File: src/rtl/rca_sum_accumulator_pkg.sv
// Shared types and constants for the ripple-carry adder result accumulator.
// Saturating accumulation is selected with the RCA_ACC_SATURATE_EN macro.
package rca_acc_pkg;

  typedef enum logic [1:0] {
    IDLE  = 2'd0,
    ACCUM = 2'd1,
    DONE  = 2'd2
  } acc_state_e;

  localparam int DEF_IN_W  = 3;
  localparam int DEF_ACC_W = 8;

  // Counter must be able to hold N_SAMPLES itself, not just N_SAMPLES-1.
  function automatic int cnt_width(input int n);
    return (n < 1) ? 1 : $clog2(n + 1);
  endfunction

endpackage

File: src/rtl/rca_sum_accumulator_counter.sv
// Sample counter: synchronous clear / increment-enable with a terminal-count
// flag that is high while the count equals N_SAMPLES-1.
module rca_sample_counter #(
  parameter int N_SAMPLES = 4,
  parameter int CNT_W     = 3
) (
  input  logic i_clk,
  input  logic i_rst,
  input  logic i_clr,
  input  logic i_inc,
  output logic o_tc
);

  localparam logic [CNT_W-1:0] TC_VAL = CNT_W'(N_SAMPLES - 1);

  logic [CNT_W-1:0] r_count;

  always_ff @(posedge i_clk) begin
    if (i_rst || i_clr) begin
      r_count <= '0;
    end else if (i_inc) begin
      r_count <= r_count + 1'b1;
    end
  end

  assign o_tc = (r_count == TC_VAL);

endmodule

File: src/rtl/rca_sum_accumulator.sv
// Accumulates N_SAMPLES adder results {cout,sum} into an ACC_W-bit total.
// Optional macro RCA_ACC_SATURATE_EN clamps the total at all-ones instead of wrapping.
module rca_sum_accumulator
  import rca_acc_pkg::*;
#(
  parameter int IN_W      = DEF_IN_W,
  parameter int ACC_W     = DEF_ACC_W,
  parameter int N_SAMPLES = 4
) (
  input  logic             clk,
  input  logic             rst,
  input  logic             start,
  input  logic             in_valid,
  output logic             in_ready,
  input  logic [IN_W-1:0]  sum,
  input  logic             cout,
  output logic [ACC_W-1:0] acc,
  output logic             out_valid,
  input  logic             out_ready,
  output logic             overflow,
  output logic             busy,
  output logic [1:0]       o_state
);

  localparam int CNT_W = cnt_width(N_SAMPLES);

  // Handshakes: a transfer happens on a rising edge where valid && ready are
  // both high; ready never depends combinationally on valid, and valid/data
  // must be held by the sender until that transfer edge.
  acc_state_e       r_state;
  logic [ACC_W-1:0] r_acc;
  logic             r_overflow;
  logic             r_in_ready;
  logic             r_out_valid;
  logic             r_busy;

  logic             w_xfer;
  logic             w_clr;
  logic             w_tc;
  logic             w_carry;
  logic [ACC_W:0]   w_sample;
  logic [ACC_W:0]   w_sum_ext;
  logic [ACC_W-1:0] w_next_acc;

  assign w_sample  = {{(ACC_W - IN_W){1'b0}}, cout, sum};
  assign w_sum_ext = {1'b0, r_acc} + w_sample;
  assign w_carry   = w_sum_ext[ACC_W];

`ifdef RCA_ACC_SATURATE_EN
  // Once clamped, any further non-zero add carries again and stays clamped.
  assign w_next_acc = w_carry ? {ACC_W{1'b1}} : w_sum_ext[ACC_W-1:0];
`else
  assign w_next_acc = w_sum_ext[ACC_W-1:0];
`endif

  assign w_xfer = in_valid && r_in_ready;
  assign w_clr  = (r_state == IDLE) && start;

  rca_sample_counter #(
    .N_SAMPLES (N_SAMPLES),
    .CNT_W     (CNT_W)
  ) u_counter (
    .i_clk (clk),
    .i_rst (rst),
    .i_clr (w_clr),
    .i_inc (w_xfer),
    .o_tc  (w_tc)
  );

  always_ff @(posedge clk) begin
    if (rst) begin
      r_state     <= IDLE;
      r_acc       <= '0;
      r_overflow  <= 1'b0;
      r_in_ready  <= 1'b0;
      r_out_valid <= 1'b0;
      r_busy      <= 1'b0;
    end else begin
      case (r_state)
        IDLE: begin
          if (start) begin
            r_state    <= ACCUM;
            r_acc      <= '0;
            r_overflow <= 1'b0;
            r_in_ready <= 1'b1;
            r_busy     <= 1'b1;
          end
        end
        ACCUM: begin
          if (w_xfer) begin
            r_acc      <= w_next_acc;
            r_overflow <= r_overflow | w_carry;
            if (w_tc) begin
              r_state     <= DONE;
              r_in_ready  <= 1'b0;
              r_out_valid <= 1'b1;
            end
          end
        end
        DONE: begin
          // acc and overflow stay put through IDLE until the next start.
          if (out_ready) begin
            r_state     <= IDLE;
            r_out_valid <= 1'b0;
            r_busy      <= 1'b0;
          end
        end
        default: begin
          r_state     <= IDLE;
          r_in_ready  <= 1'b0;
          r_out_valid <= 1'b0;
          r_busy      <= 1'b0;
        end
      endcase
    end
  end

  assign in_ready  = r_in_ready;
  assign out_valid = r_out_valid;
  assign acc       = r_acc;
  assign overflow  = r_overflow;
  assign busy      = r_busy;
  assign o_state   = r_state;

endmodule

File: config.mk
export PLATFORM = sky130hd
export DESIGN_NAME = rca_sum_accumulator
export DESIGN_NICKNAME = d
export VERILOG_FILES = /design/src/rtl/rca_sum_accumulator_pkg.sv /design/src/rtl/rca_sum_accumulator_counter.sv /design/src/rtl/rca_sum_accumulator.sv
export SDC_FILE = /design/constraint.sdc
export NUM_CORES = 1
export LEC_CHECK = 0
export CORE_MARGIN = 4
export CORE_UTILIZATION = 42
export CTS_CLUSTER_SIZE = 14
export DETAILED_ROUTE_END_ITERATION = 6
export PLACE_DENSITY = 0.73
export SLEW_MARGIN = 30
export SYNTH_ARGS = -nofsm -noshare
export SYNTH_HDL_FRONTEND = slang
export SYNTH_SLANG_ARGS = --single-unit
File: constraint.sdc
create_clock -name clk -period 1.7 [get_ports clk]
set_clock_uncertainty 0.05 [all_clocks]
set_input_delay 0.17 -clock clk [delete_from_list [all_inputs] [get_ports clk]]
set_output_delay 0.17 -clock clk [all_outputs]
set_load 0.1 [all_outputs]
==> impl_results.md <==
* Hold-fix buffers, CTS at 0
* Setup violators final at 0
* Via count at 834
* Initial drt markers at 11
* Largest net degree at the start of global routing at 11
* CP Buf/Inv Count at 1
* Final Core Density at 0.735
* WP data arrival at 1780 ps
* Relative slew slack at 0.765
* Tmin final at approximately 1600 ps
* Diode count at 0
* Startpoint Class: register
* Reg2reg end: acc[5]
* Post-DP HPWL at between 1500 and 2000 µm
* Status: complete, no violations
* Post-route antenna net violation count at 0
* Syn Area/Cell at between 8 and 9 µm²
* Final Total Pwr at approximately 0.84 mW
* Post-CTS Setup Inserts at 0
* Worst path required time at around 1900 ps
* Top_reg_cell synth: dfxtp_1
* Worst R2R Path Depth at 5
* Synthesis-to-finish area growth at 65.5%
* Maximum vdd drop at roughly 0.48 mV
* Post-Route WL at about 2000 µm
* Period Utilization, post-route at 0.947
* Crit path depth at 5
* Die Ht at approximately 54 µm
* # DRC at 0
* First-pass DRT Iterations at 4
* TritonCTS buffer count at 3
* FF-to-FF setup slack at 90 ps
* CORE AREA at just under 2000 µm²
* Initial Utilization at 0.444
* Fillcell total at 136
* Hold_ws at 417 ps
* Total of max-cap violations at 0
* Met1 Resource Use GR at 0.186
* Distinct cells, synth at 34
* Clock latency on the worst-skew pair at 280 ps
* IO buf count at 22
* Clock slew at reported path FFs at about 100 ps
* Gate count of the mapped netlist at 98
* Routed length per placed instance at 12.6 µm
* Vias per cell at between 5 and 6
* Most frequent cells in the layout: buf_12 (14), buf_4 (12), nor2_1 (10), a21oi_1 (8), dfxtp_1 (8)
* Worst Tran Pin Value at ~350 ps
* Share of cells above drive strength 1 at 0.356
* Layout net count at roughly 150
* # IOs at 23
* Number of flops mapped to enable cells by yosys at 0
* Max Clk Rate at slightly above 600 MHz
* Clock Path Buffers at 2
* Lkg Pwr at between 0.5 and 0.6 nW
* Final hold vios at 0
* Critical Path End: acc[5]
* Setup Crit Path Kind: reg -> reg
* Cell Rows at 16
* CP endpoint kind: register
* Global routing's busiest layer: met2
* Fin. max-slew vios at 0
* Syn Std Cell Area at between 800 and 900 µm²
* Syn. warnings at 0
* Die area at 2890 µm²
* Gr usage total at 0.161
* Commonest non-fill, non-tap cell in the layout: buf_12
* Placed Instances at around 160
* Critical path origin: o_state[1]
* First-pass GRT wire length at 3520 µm
* #FFs+latches synth at 17
* Syn nets at about 110
* Worst path cell trace: and4b_1 > buf_4 > or2_1 > a311oi_1 > a41o_1
* Initial antenna violation count at 0
* Top Family by Delay on Critical Path: simple AND/OR/NAND/NOR gates
* GP Congestion at 0.793
* Worst min path class: reg -> reg
* GRT overflow at 0
* Met2 global-route usage at 0.298
* FFs w/ async S/R, synth at 0
* Cell with the largest stage delay on the worst path: dfxtp_4
* M3 GR Usage at 0.0305
* Post-Layout Cell Count at 159
* CTS tree: yes
* Crit path max fanout at 8
* Number of H-tree levels at 1
* Sink Count at 17
* Sequential share of the synthesized area at 0.386
* Root buffer cell: clkbuf_4
* Vias in the first global route at 883
* RR Startpoint: o_state[1]
* Power Density at roughly 580 nW/µm²
* Overall die width at between 50 and 60 µm
* CP peak stage delay at between 400 and 500 ps
## cell type report
cell class	count	area (µm²)	share of cell area
Inverter	7	26.3	0.0180
Multi-Input combinational cell	70	549	0.377
Clock buffer	4	26.3	0.0180
Sequential cell	17	369	0.253
Tap cell	27	33.8	0.0232
Timing Repair Buffer	34	453	0.311
## synth_stat cells (all sizes together), types with 2 or more instances
master   n  area share
dfxtp   17        0.39
nor2    11       0.055
a21oi   10       0.057
inv      7       0.030
nand2    7       0.030
ha       6       0.085
a21o     3       0.026
a22oi    3       0.026
o21bai   3       0.026
a211oi   2       0.017
a311oi   2       0.020
buf      2       0.018
clkbuf   2      0.0085
nand3    2       0.011
o21ai    2       0.011
or2      2       0.014
xor2     2       0.020
## through the flow
step	cell area, µm²	setup TNS, ps	setup WS, ps
floorplan	952	-45.3	-45.3
global placement	1410	-812	-213
detailed placement	1410	-976	-261
CTS	1430	0	10.5
global route	1460	-9.05	-9.05
finish	1460	0	89.7
## what timing repair did
item | 4_1_cts | 5_1_grt
endpoints found under the hold margin | 0 | 0
resized for setup | 0 | 6
endpoints found under the setup margin | 0 | 3
## where the power goes
part	switching, mW	internal, mW	total, mW
Combinational	0.117	0.0927	0.210
Clock	0.117	0.0909	0.208
Sequential	0.0182	0.402	0.420
Total	0.253	0.586	0.839
## worst min path at each step
stage | from | depth (start not counted) | slack, ps | to
5_1_grt | u_counter.r_count[1] | 2 | 450 | u_counter.r_count[1]
6_report | u_counter.r_count[1] | 2 | 420 | u_counter.r_count[1]
3_3_place_gp | u_counter.r_count[1] | 2 | 400 | u_counter.r_count[1]
3_5_place_dp | u_counter.r_count[1] | 2 | 410 | u_counter.r_count[1]
4_1_cts | u_counter.r_count[1] | 2 | 420 | u_counter.r_count[1]
2_1_floorplan | in_valid | 1 | 240 | u_counter.r_count[2]
## sequential cells by signal, summed over array words and instances (netlist names)
signal	count
out_valid	1
acc	8
overflow	1
busy	1
o_state	2
u_counter.r_count	3
in_ready	1
## logic make-up (layout without fill, tap and decap cells)
family                     after synthesis  in the layout  share of synthesized area
AOI/OAI and AO/OA                       31             31                      0.243
xor gates and xnor gates                 2              2                     0.0199
adders and majority gates                7              7                      0.108
buffers and inverters                   11             45                     0.0568
DFF                                     17             17                      0.386
muxes                                    1              1                     0.0114
and+or+nand+nor                         29             29                      0.175
## worst register-to-register path: cells and delay by family, from the launching register on
| family | cells | cell delay [ps] |
|---|---|---|
| compound gates | 2 | 410 |
| buf+inv | 1 | 160 |
| flops | 1 | 420 |
| simple gates | 2 | 510 |
## routing by layer
metal	vias up	wire [µm]	share of wire
met5	-	0	0
met4	0	32	0.016
met3	4	116	0.058
met2	19	960	0.48
met1	390	894	0.45
li1	421	-	-
Power figures use the tool's default switching activity.
